===== src/rtl/tri_raster_sched.sv =====
// Round-robin scheduler feeding triangle jobs from two requesters to one scanline rasterizer.
// Define VERTEX_SORT_EN to reorder vertices by ascending x before the job starts.
module tri_raster_sched #(
  parameter logic [23:0] TIMEOUT_CYCLES = 24'd1000000,
  parameter int unsigned CNT_W          = 16
) (
  input  logic             clk,
  input  logic             rst,
  input  logic             req0_valid,
  input  logic [95:0]      req0_tri,
  output logic             req0_ready,
  input  logic             req1_valid,
  input  logic [95:0]      req1_tri,
  output logic             req1_ready,
  output logic [15:0]      rast_x0,
  output logic [15:0]      rast_y0,
  output logic [15:0]      rast_x1,
  output logic [15:0]      rast_y1,
  output logic [15:0]      rast_x2,
  output logic [15:0]      rast_y2,
  output logic             rast_start,
  input  logic             rast_done,
  output logic             busy,
  output logic             grant_id,
  output logic             job_done,
  output logic             timeout_err,
  output logic [CNT_W-1:0] tri_count
);

  typedef enum logic [2:0] {IDLE, SORT, LOAD, START, ACK, RUN} state_t;

  state_t      state;
  logic        last_grant;
  logic [15:0] vx [3];
  logic [15:0] vy [3];
  logic [23:0] timer;
  logic        win0;
  logic        win1;
  logic        tmo_hit;
  logic [95:0] sel_tri;
`ifdef VERTEX_SORT_EN
  logic [1:0]  sort_step;
`endif

  // On a tie the requester that did not win last time gets the grant.
  assign win0       = req0_valid && (!req1_valid || last_grant);
  assign win1       = req1_valid && (!req0_valid || !last_grant);
  assign req0_ready = (state == IDLE) && win0;
  assign req1_ready = (state == IDLE) && win1;
  assign sel_tri    = win1 ? req1_tri : req0_tri;
  assign busy       = (state != IDLE);
  assign tmo_hit    = (TIMEOUT_CYCLES != 24'd0) && (timer == TIMEOUT_CYCLES - 24'd1);

  assign rast_x0 = vx[0];
  assign rast_y0 = vy[0];
  assign rast_x1 = vx[1];
  assign rast_y1 = vy[1];
  assign rast_x2 = vx[2];
  assign rast_y2 = vy[2];

  always_ff @(posedge clk) begin
    if (rst) begin
      state       <= IDLE;
      last_grant  <= 1'b1;
      grant_id    <= 1'b0;
      rast_start  <= 1'b0;
      job_done    <= 1'b0;
      timeout_err <= 1'b0;
      tri_count   <= '0;
      timer       <= '0;
      for (int i = 0; i < 3; i++) begin
        vx[i] <= '0;
        vy[i] <= '0;
      end
`ifdef VERTEX_SORT_EN
      sort_step   <= 2'd0;
`endif
    end else begin
      job_done   <= 1'b0;
      rast_start <= 1'b0;
      unique case (state)
        IDLE: begin
          if (win0 || win1) begin
            vx[0]      <= sel_tri[95:80];
            vy[0]      <= sel_tri[79:64];
            vx[1]      <= sel_tri[63:48];
            vy[1]      <= sel_tri[47:32];
            vx[2]      <= sel_tri[31:16];
            vy[2]      <= sel_tri[15:0];
            last_grant <= win1;
            grant_id   <= win1;
`ifdef VERTEX_SORT_EN
            sort_step  <= 2'd0;
            state      <= SORT;
`else
            state      <= LOAD;
`endif
          end
        end
        SORT: begin
`ifdef VERTEX_SORT_EN
          // Three-step odd-even network; strict compare keeps equal-x vertices in order.
          if (sort_step == 2'd1) begin
            if (vx[1] > vx[2]) begin
              vx[1] <= vx[2];
              vx[2] <= vx[1];
              vy[1] <= vy[2];
              vy[2] <= vy[1];
            end
          end else if (vx[0] > vx[1]) begin
            vx[0] <= vx[1];
            vx[1] <= vx[0];
            vy[0] <= vy[1];
            vy[1] <= vy[0];
          end
          sort_step <= sort_step + 2'd1;
          if (sort_step == 2'd2) state <= LOAD;
`else
          state <= LOAD;
`endif
        end
        LOAD: begin
          rast_start <= 1'b1;
          state      <= START;
        end
        START: begin
          timer <= '0;
          state <= ACK;
        end
        ACK: begin
          // A done level left over from the previous job must drop before RUN.
          if (tmo_hit) begin
            timeout_err <= 1'b1;
            state       <= IDLE;
          end else begin
            timer <= timer + 24'd1;
            if (!rast_done) state <= RUN;
          end
        end
        RUN: begin
          if (rast_done) begin
            job_done  <= 1'b1;
            tri_count <= tri_count + CNT_W'(1);
            state     <= IDLE;
          end else if (tmo_hit) begin
            timeout_err <= 1'b1;
            state       <= IDLE;
          end else begin
            timer <= timer + 24'd1;
          end
        end
        default: state <= IDLE;
      endcase
    end
  end

endmodule


===== config.mk =====
export PLATFORM = sky130hd
export DESIGN_NAME = tri_raster_sched
export DESIGN_NICKNAME = d
export VERILOG_FILES = /design/src/rtl/tri_raster_sched.sv
export SDC_FILE = /design/constraint.sdc
export NUM_CORES = 1
export LEC_CHECK = 0
export ABC_AREA = 1
export BUFFER_PORTS_ARGS = -buffer_cell sky130_fd_sc_hd__clkbuf_2
export CAP_MARGIN = 20
export CORE_UTILIZATION = 40
export CTS_CLUSTER_SIZE = 8
export DETAILED_ROUTE_END_ITERATION = 8
export PLACE_DENSITY = 0.69
export SLEW_MARGIN = 20
export SYNTH_ARGS = -nofsm -noshare
export SYNTH_HDL_FRONTEND = slang
export SYNTH_SLANG_ARGS = --single-unit

===== constraint.sdc =====
create_clock -name clk -period 4.3 [get_ports clk]
set_input_delay 0.215 -clock clk [delete_from_list [all_inputs] [get_ports clk]]
set_output_delay 0.215 -clock clk [all_outputs]
set_load 0.01 [all_outputs]

== Word-level counts from Yosys, hierarchy flattened ==
Memory sizes are Yosys's and may differ from the RTL's.
Cells that the tools add are included.

* Flip-flop bits (word level): 48
* Latch bits: 0
* RAM bits: 96
* Bits in read-only memories: 0
* Input bits: 197
* Output and inout bits: 119
* Word-level logic and storage cells: 76
* Memories: 2

{| class="wikitable"
|+ Memories
! name !! depth !! bits a word !! rd ports !! clocked after Yosys merged registers in !! wr ports !! RTL line !! RTL
|-
| vx || 3 || 16 || 3 || 0 || 3 || 34 || <nowiki>logic [15:0] vx [3];</nowiki>
|-
| vy || 3 || 16 || 3 || 0 || 3 || 35 || <nowiki>logic [15:0] vy [3];</nowiki>
|}

* Add/sub/neg operators: 2
* $mul: 0
* Divide/modulo/power cells: 0
* $lt $le $gt $ge: 0
* Eq/ne operators: 10
* Shifts and indexed selects: 0
* Mux-type cells: 27
* Bitwise logic cells: 7
* Reductions and logical operators: 20

{| class="wikitable"
|+ Operators by type and width
! cell !! number
|-
| $mux W16 || 6
|-
| $mux W96 || 1
|-
| $pmux W24 S3 || 1
|-
| $mux W24 || 2
|-
| $add A24 B1 Y24 const B || 1
|-
| $eq A24 B20 Y1 const B || 1
|-
| $pmux W3 S6 || 1
|-
| $add A16 B1 Y16 const B || 1
|-
| $mux W3 || 5
|-
| $mux W1 || 10
|-
| $reduce_and A2 Y1 || 4
|-
| $eq A3 B2 Y1 const B || 2
|-
| $eq A3 B3 Y1 const B || 2
|-
| $ne A3 B3 Y1 const B || 2
|-
| $or A1 B1 Y1 || 6
|-
| $reduce_bool A3 Y1 || 2
|-
| $logic_and A1 B1 Y1 || 4
|-
| $eq A3 B1 Y1 const B || 1
|-
| $logic_not A1 Y1 || 3
|-
| $logic_not A3 Y1 || 1
|-
| $logic_or A1 B1 Y1 || 3
|-
| $reduce_and A3 Y1 || 1
|-
| $ne A2 B1 Y1 const B || 1
|-
| $ne A2 B2 Y1 const B || 1
|-
| 4 further kinds || 4
|}

== Longest topological paths before layout ==
Gate-level depths: netlist of run 1.

* Word-level depth: 9
* Gate-level depth with buffers: 11

== Worst setup path after synthesis of run 1 ==
OpenSTA, ideal clock, no wires.

* Path type: register to register
* From: reg state[0]
* To: mem vx[0][0] (enable)
* Setup time: 0.458 ns
* Data arrival time: 2.845 ns
* Data required time: 3.842 ns
* Slack: 0.997 ns
* Stages on the path, launching flop included: 5
* Path buffers: 1
* Period minus slack after synthesis: 3.303 ns
* Cells stage by stage: dfxtp_1 buf_2 nor3_4 o21ai_0 nand2_1

{| class="wikitable"
|+ RTL lines
! what !! RTL line !! RTL
|-
| start, declared || 32 || <nowiki>state_t state;</nowiki>
|-
| start signal, assigned || 63 || <nowiki>state <= IDLE;</nowiki>
|-
| start signal, assigned || 96 || <nowiki>state <= LOAD;</nowiki>
|-
| start signal, assigned || 119 || <nowiki>state <= LOAD;</nowiki>
|-
| end, declared || 34 ||
|}

== Worst setup path in the final report of run 1 ==
* From: reg timer[1]
* To: reg timer[15]

* Word-level cells in the longest chain between the ends: 4
* Elaborated cells on any way between the ends: 5
* Those cells by class: add/sub (1); eq/ne (1); mux (3)

{| class="wikitable"
|+ Ends and longest elaborated chain
! what !! RTL line !! RTL
|-
| start, declared || 36 || <nowiki>logic [23:0] timer;</nowiki>
|-
| start signal, assigned || 136 || <nowiki>timer <= timer + 24'd1;</nowiki>
|-
| start signal, assigned || 149 || <nowiki>timer <= timer + 24'd1;</nowiki>
|-
| $add A24 B1 Y24 / $eq A24 B20 Y1 (equally long branches) || 136, 149, 52 ||
|-
| $mux W24 * || 132, 145 ||
|-
| $mux W24 || 141 || <nowiki>if (rast_done) begin</nowiki>
|-
| $pmux W24 S3 * || 81 || <nowiki>unique case (state)</nowiki>
|}

Mark *: on every way between the ends. The rest lies on a longest branch, timed or not. The select of a mux whose other input is x is not followed.
A chain may end at the register's enable or synchronous reset.

==> results of run 1 <==
## where the power goes
group | switching (mW) | total, mW | internal, mW
combinational | 0.464 | 0.712 | 0.249
sequential | 0.0508 | 1.72 | 1.67
clock | 0.603 | 1.53 | 0.927
## state kept, by name, summed over array words and instances (netlist names)
name	count
grant_id	1
job_done	1
last_grant	1
rast_start	1
state	3
timeout_err	1
timer	24
tri_count	16
vx	48
vy	48
## Yosys cell counts, drive strengths merged
cell type  instances  area [sq um]
clkbuf            27           101
nand4             16           106
o21ai             20           115
nor2              73           279
inv               68           255
nand3             38           190
xor2               3          26.3
a211oi             1          20.0
ha                 2          25.0
nor3b              1          7.51
dfxtp             48           961
o21bai             1          7.51
buf               15           111
nand2            336          1260
edfxtp            96          2880
nor3              13          76.3
nor4               1          6.26
a21oi            133           816
nand3b             4          30.0
## metrics by stage
stage	setup WS (ns)	power (mW)	hold WS, ns
final	1.71	3.96	0.127
after global placement	1.80	2.46	0.441
after global routing	1.37	4.13	0.126
after CTS	1.73	4.00	0.112
after floorplan	0.997	2.14	0.433
after detailed placement	1.75	2.47	0.450
## worst max path at each step
stage,to,slack (ns),depth (start not counted)
2_1_floorplan,vx[0][0]$_SDFFCE_PN0P_,1.0,4
3_3_place_gp,timer[16]$_SDFFE_PP0P_,1.80,9
3_5_place_dp,timer[15]$_SDFFE_PP0P_,1.75,9
4_1_cts,timer[15]$_SDFFE_PP0P_,1.73,9
5_1_grt,timer[16]$_SDFFE_PP0P_,1.37,9
6_report,timer[15]$_SDFFE_PP0P_,1.71,9
## tightest hold or removal path: stages
cell and delay [ns]:
clkbuf_2 0.07, nand2_1 0.05, a21oi_2 0.10
## routing by layer
metal  vias up  GRT usage, %
met5         -             0
met4         4          10.7
met3        46          6.63
met2       298          38.6
met1      3158          26.9
li1       3560             -
## cell families (layout without fill, tap and decap cells)
family / count (synthesis) / in the layout
other: 0 / 3
AOI/OAI and AO/OA: 155 / 155
and+or+nand+nor: 482 / 482
DFF: 144 / 144
xor gates and xnor gates: 3 / 3
buffers and inverters: 110 / 420
adders and majority gates: 2 / 2
## cell type report
type                       instances  area share [%]
clock inverter                    13            1.83
sequential                       144            40.0
antenna                            3          0.0780
tap                              225            2.93
timing repair buffer             320            17.0
inverter                          68            2.65
clock buffer                      19            4.50
multi-input combinational        642            31.0
==> run_results.csv, run 1 <==
group,metric,value,unit
detailed_routing,routed_via_density,4.93,
sta,worstMarginPinSlew,0.807,ns
clocking,cts_max_level,4,
clocking,cts-root-buf,"clkbuf_16",
detailed_routing,postRouteAntennaNets,0,
cells_and_area,layout_commonest_cell,"nand2_1",
synth,synth_cell_types,29,
synth,synth_seq_area_share,52.8,%
sta,rsz0062_at_grt,"no",
grt,antenna_found_initial,6,
floorplanning,ios,316,
worst_hold_path,whs_endpoint,"vx[0][37]$_SDFFCE_PN0P_",
clocking,clkTransAtPathRegs,0.07,ns
pwr,p_leak,4.39,nW
detailed_routing,top_layer,"met5",
clocking,cts_tree,"yes",
placed_design,io_buffer_count,315,
floorplanning,num_rows,48,
synth,syn_avg_cell_area,8.13,sq um
worst_hold_path,hold_path_class,"in -> reg",
critical_path,crit_start,"timer[1]$_SDFFE_PP0P_",
synth,synthCells,896,
sta,hold_viol_final,0,
critical_path,r2r-end,"timer[15]$_SDFFE_PP0P_",
cells_and_area,regArea,0.00384,sq mm
detailed_routing,wl_met1,8.75,mm
grt,grt_pass1_vias,6460,
critical_path,reg2reg_from,"timer[1]$_SDFFE_PP0P_",
pwr,power_density,412,mW/mm^2
cells_and_area,final_cell_mix,"nand2_1, clkbuf_2, edfxtp_1",
critical_path,r2r_setup_slack,1.71,ns
critical_path,critPathBufInv,1,
clocking,cts_inserted_buffers,17,
detailed_routing,firstDrtPassIters,5,
floorplanning,die_h,137,microns
detailed_routing,dr.first_iter.drc_count,336,
placed_design,hpwl,16.5,mm
placed_design,place_congestion,0.880,
synth,synthAdderAreaFrac,0.344,%
critical_path,crit_path_max_fanout,22,
detailed_routing,wl_per_cell,15.4,microns
grt,overflow,0,
cells_and_area,drive_above_1_share,33.6,%
critical_path,cp_slowest_cell,"nand2_1",
floorplanning,core_area,0.0175,sq mm
synth,synth_xor_area_share,0.361,%
floorplanning,dieArea,0.0187,sq mm
clocking,clock_latency,0.42,ns
grt,track_usage,22.9,%
critical_path,worstPathArrival,2.95,ns
detailed_routing,drcViolationCount,0,
worst_hold_path,min_delay_path_depth,3,
sta,max-slew-margin-rel,46.1,%
flow_run,maxCapViolCount,0,
critical_path,crit_type,"reg -> reg",
floorplanning,die_w,137,microns
cells_and_area,multi_input_area,0.00298,sq mm
synth,muxShareOfSynthArea,0,%
detailed_routing,wl_met2,10.7,mm
grt,grt_max_degree,97,
placed_design,placed_area,0.00900,sq mm
clocking,post-cts-setup-buffers,0,
sta,setup_tns,0,ns
floorplanning,start_util,41.5,%
cells_and_area,instances_no_fill,1434,
synth,ys_ff_latch,144,
synth,synthSimpleGateAreaFrac,26.9,%
critical_path,cp_top_family,"simple AND/OR/NAND/NOR gates",
status,status,"finished, final reports clean",
synth,syn_area,0.00728,sq mm
detailed_routing,vias,7066,
grt,grt_first_pass_wirelength,32.5,mm
cells_and_area,final_core_utilization,54.9,%
cells_and_area,final_area,0.00962,sq mm
critical_path,required,4.66,ns
detailed_routing,drt-total-wl,22.0,mm
critical_path,start_kind,"register",
detailed_routing,route.met3.wl,1.80,mm
clocking,cts_resized,0,
cells_and_area,fill_cells,1648,
cells_and_area,area.growth.synth_to_final,32.1,%
sta,finalSetupViolations,0,
critical_path,reg2reg_depth,9,
synth,synth_compound_area_share,13.2,%
worst_hold_path,min_from,"req1_tri[21]",
synth,syn_nets,1095,
sta,fmax,386,MHz
cells_and_area,fin_nets,1392,
synth,yosys_warnings,0,
clocking,cts.sinks,144,
clocking,clock_path_buffers,2,
critical_path,cp_cell_sequence,"ha_1, nand3_1, nor2_1, nand4_1, nand2_1, nand2_1, nand2_1, nand2_1, inv_1",
critical_path,worstSetupEndpointType,"register",
clocking,hold_buffers,0,
critical_path,cpPeakStageDelay,0.79,ns
sta,slew_violations,0,
placed_design,dp_cells,1399,
sta,fin_crit_sh,60.2,%
critical_path,cpMostUsedCell,"nand2_1",
pwr,ir_drop,0.000270,V
synth,synth_top_family_by_area,"simple AND/OR/NAND/NOR gates",
sta,finClkSkew,0.0119,ns
sta,fin_crit,2.59,ns
No activity file was read; power rests on OpenSTA's default activity.
==> run 2: changes to the inputs <==
==> constraint.sdc (replaced) <==
create_clock -name clk -period 2.64 [get_ports clk]
set_input_delay 0.132 -clock clk [delete_from_list [all_inputs] [get_ports clk]]
set_output_delay 0.132 -clock clk [all_outputs]
set_load 0.01 [all_outputs]
==> run 2 against run 1 <==
  * Clock skew down 0.0030 ns
  * Cell count up 0.35%
  * Total power up 61%
  * Die area unchanged
  * Core utilization up 0.27 points
  * Sequential share of layout area down 0.20 points
  * Clock power up 57%
  * Via count down 0.25%
  * Combinational power up 66%
  * Maximum frequency up 28%
  * Non-clock buffer count up 7
  * Global-route usage up 0.28 points
  * Critical endpoint is now timer[14]$_SDFFE_PP0P_
  * Highest routed layer unchanged
==> run_results.csv, run 2 (synthesis gave the netlist of run 1 again) <==
group,metric,value,unit
clocking,cts_inserted_buffers,17,
cells_and_area,final_cell_mix,"nand2_1, clkbuf_2, edfxtp_1",
critical_path,r2r_setup_slack,0.62,ns
placed_design,post-place-ws,0.649,ns
status,status,"finished, final reports clean",
cells_and_area,layout_commonest_cell,"nand2_1",
clocking,cts.sinks,144,
clocking,cts_tree,"yes",
cells_and_area,reg_top3,"vx: 48 flops, vy: 48 flops, timer: 24 flops",
clocking,cts-root-buf,"clkbuf_16",
critical_path,crit_type,"reg -> reg",
sta,fmax,496,MHz
pwr,power_density,662,mW/mm^2
critical_path,crit_path_max_fanout,13,
critical_path,cp_cell_sequence,"ha_1, nand3_1, nor2_1, nand4_1, nand2_1, buf_4, nand2_1, a21oi_1",
sta,hold_viol_final,0,
grt,grt_use_met3,6.96,%
detailed_routing,routed_via_density,4.90,
sta,slew_violations,0,
pwr,power,6.40,mW
critical_path,worstPathArrival,2.35,ns
clocking,cts_max_level,4,
sta,rsz0062_at_grt,"no",
floorplanning,dieArea,0.0187,sq mm
sta,finClkSkew,0.00888,ns
detailed_routing,postRouteAntennaNets,0,
critical_path,crit_end,"timer[14]$_SDFFE_PP0P_",
clocking,cts_resized,0,
grt,busiest_layer,"met2",
critical_path,reg2reg_depth,8,
detailed_routing,wl_per_cell,15.6,microns
critical_path,start_kind,"register",
critical_path,cp_slowest_cell,"dfxtp_1",
cells_and_area,fin_nets,1399,
detailed_routing,firstDrtPassIters,4,
grt,grt_first_pass_wirelength,32.8,mm
clocking,clock_path_buffers,2,
detailed_routing,drt-total-wl,22.5,mm
floorplanning,start_util,41.5,%
grt,grt.met1_usage,26.8,%
grt,overflow,0,
clocking,hold_buffers,0,
sta,fin_crit,2.02,ns
clocking,post-cts-setup-buffers,0,
critical_path,worstSetupEndpointType,"register",
grt,met2_usage,40.4,%
critical_path,cpPeakStageDelay,0.37,ns
flow_run,maxCapViolCount,0,
critical_path,reg2reg_from,"timer[1]$_SDFFE_PP0P_",
detailed_routing,vias,7048,
sta,fin_crit_sh,76.4,%
placed_design,hpwl,16.8,mm
sta,worst_slack,0.624,ns
pwr,ir_drop,0.000425,V
grt,antenna_found_initial,3,
cells_and_area,drive_above_1_share,33.9,%
grt,track_usage,23.2,%
floorplanning,num_rows,48,
critical_path,r2r-end,"timer[14]$_SDFFE_PP0P_",
sta,setup_tns,0,ns
sta,worstMarginPinSlew,1.02,ns
placed_design,place_congestion,0.891,
grt,grt_pass1_vias,6395,
clocking,clock_latency,0.42,ns
critical_path,crit_start,"timer[1]$_SDFFE_PP0P_",
critical_path,required,2.98,ns
sta,finalSetupViolations,0,
sta,max-slew-margin-rel,32.0,%
detailed_routing,dr.first_iter.drc_count,363,
floorplanning,die_w,137,microns
placed_design,io_buffer_count,315,
clocking,clkTransAtPathRegs,0.07,ns
floorplanning,die_h,137,microns
floorplanning,core_area,0.0175,sq mm
cells_and_area,area.growth.synth_to_final,32.8,%
critical_path,cpMostUsedCell,"nand2_1",
floorplanning,ios,316,
detailed_routing,drcViolationCount,0,
worst_hold_path,hold_path_class,"in -> reg",
grt,grt_max_degree,97,
pwr,p_leak,4.42,nW
[run 2: changes by cell type in the layout (fill, tap and decap cells not counted), sizes merged]
cell	previous run	this run
buf	5	12
bufinv	3	2
clkbuf	334	333
clkinv	1	4
clkinvlp	3	2
diode	3	1
[run 2: area by class of cell]
class	count	area (sq um)
Fill cell	1668	7870
Sequential cell	144	3840
Multi-Input combinational cell	642	2980
Timing Repair Buffer	327	1720
Clock buffer	18	429
Tap cell	225	282
Inverter	68	255
Clock inverter	14	155
Antenna cell	1	2.50
[run 2: power by group]
group	switching (mW)	leakage [nW]	internal (mW)
Combinational	0.758	2.72	0.427
Clock	0.989	0.279	1.41
Sequential	0.0943	1.43	2.72
Total	1.84	4.42	4.56
[run 2: critical path: cells and delay by family, from the launching register on]
| family | cells | cell delay [ns] |
|---|---|---|
| buffers and inverters | 1 | 0.28 |
| flip-flops | 1 | 0.37 |
| AND/OR/NAND/NOR | 5 | 0.89 |
| adder cells (fa/ha/maj) | 1 | 0.24 |
| AO/OA/AOI/OAI | 1 | 0.15 |
[run 2: through the flow]
stage               std cells  instance area (sq um)  hold slack (ns)  util [%]
floorplan                 896                   7280            0.318         -
global placement         1406                   9080            0.444      51.8
detailed placement       1406                   9080            0.467      51.8
CTS                      1438                   9670           0.0329      55.1
global route             1439                   9670           0.0494      55.1
finish                   1439                   9670           0.0478      55.1
[run 2: per-layer routing]
| layer | vias to the layer above | routed length [microns] |
|---|---|---|
| li1 | 3559 | - |
| met1 | 3195 | 8990 |
| met2 | 255 | 11200 |
| met3 | 35 | 1750 |
| met4 | 4 | 539 |
| met5 | - | 26 |
[run 2: how the worst min path moves through the flow]
| stage | start | endpoint | depth (start not counted) |
|---|---|---|---|
| after detailed placement | timeout_err$_SDFFE_PP0P_ | timeout_err$_SDFFE_PP0P_ | 2 |
| after global routing | req1_tri[57] | vx[0][25]$_SDFFCE_PN0P_ | 3 |
| final | req1_tri[90] | vx[0][10]$_SDFFCE_PN0P_ | 3 |
| after CTS | req1_tri[90] | vx[0][10]$_SDFFCE_PN0P_ | 3 |
| after global placement | last_grant$_SDFFE_PP1P_ | last_grant$_SDFFE_PP1P_ | 2 |
| after floorplan | req1_valid | req0_ready | 1 |
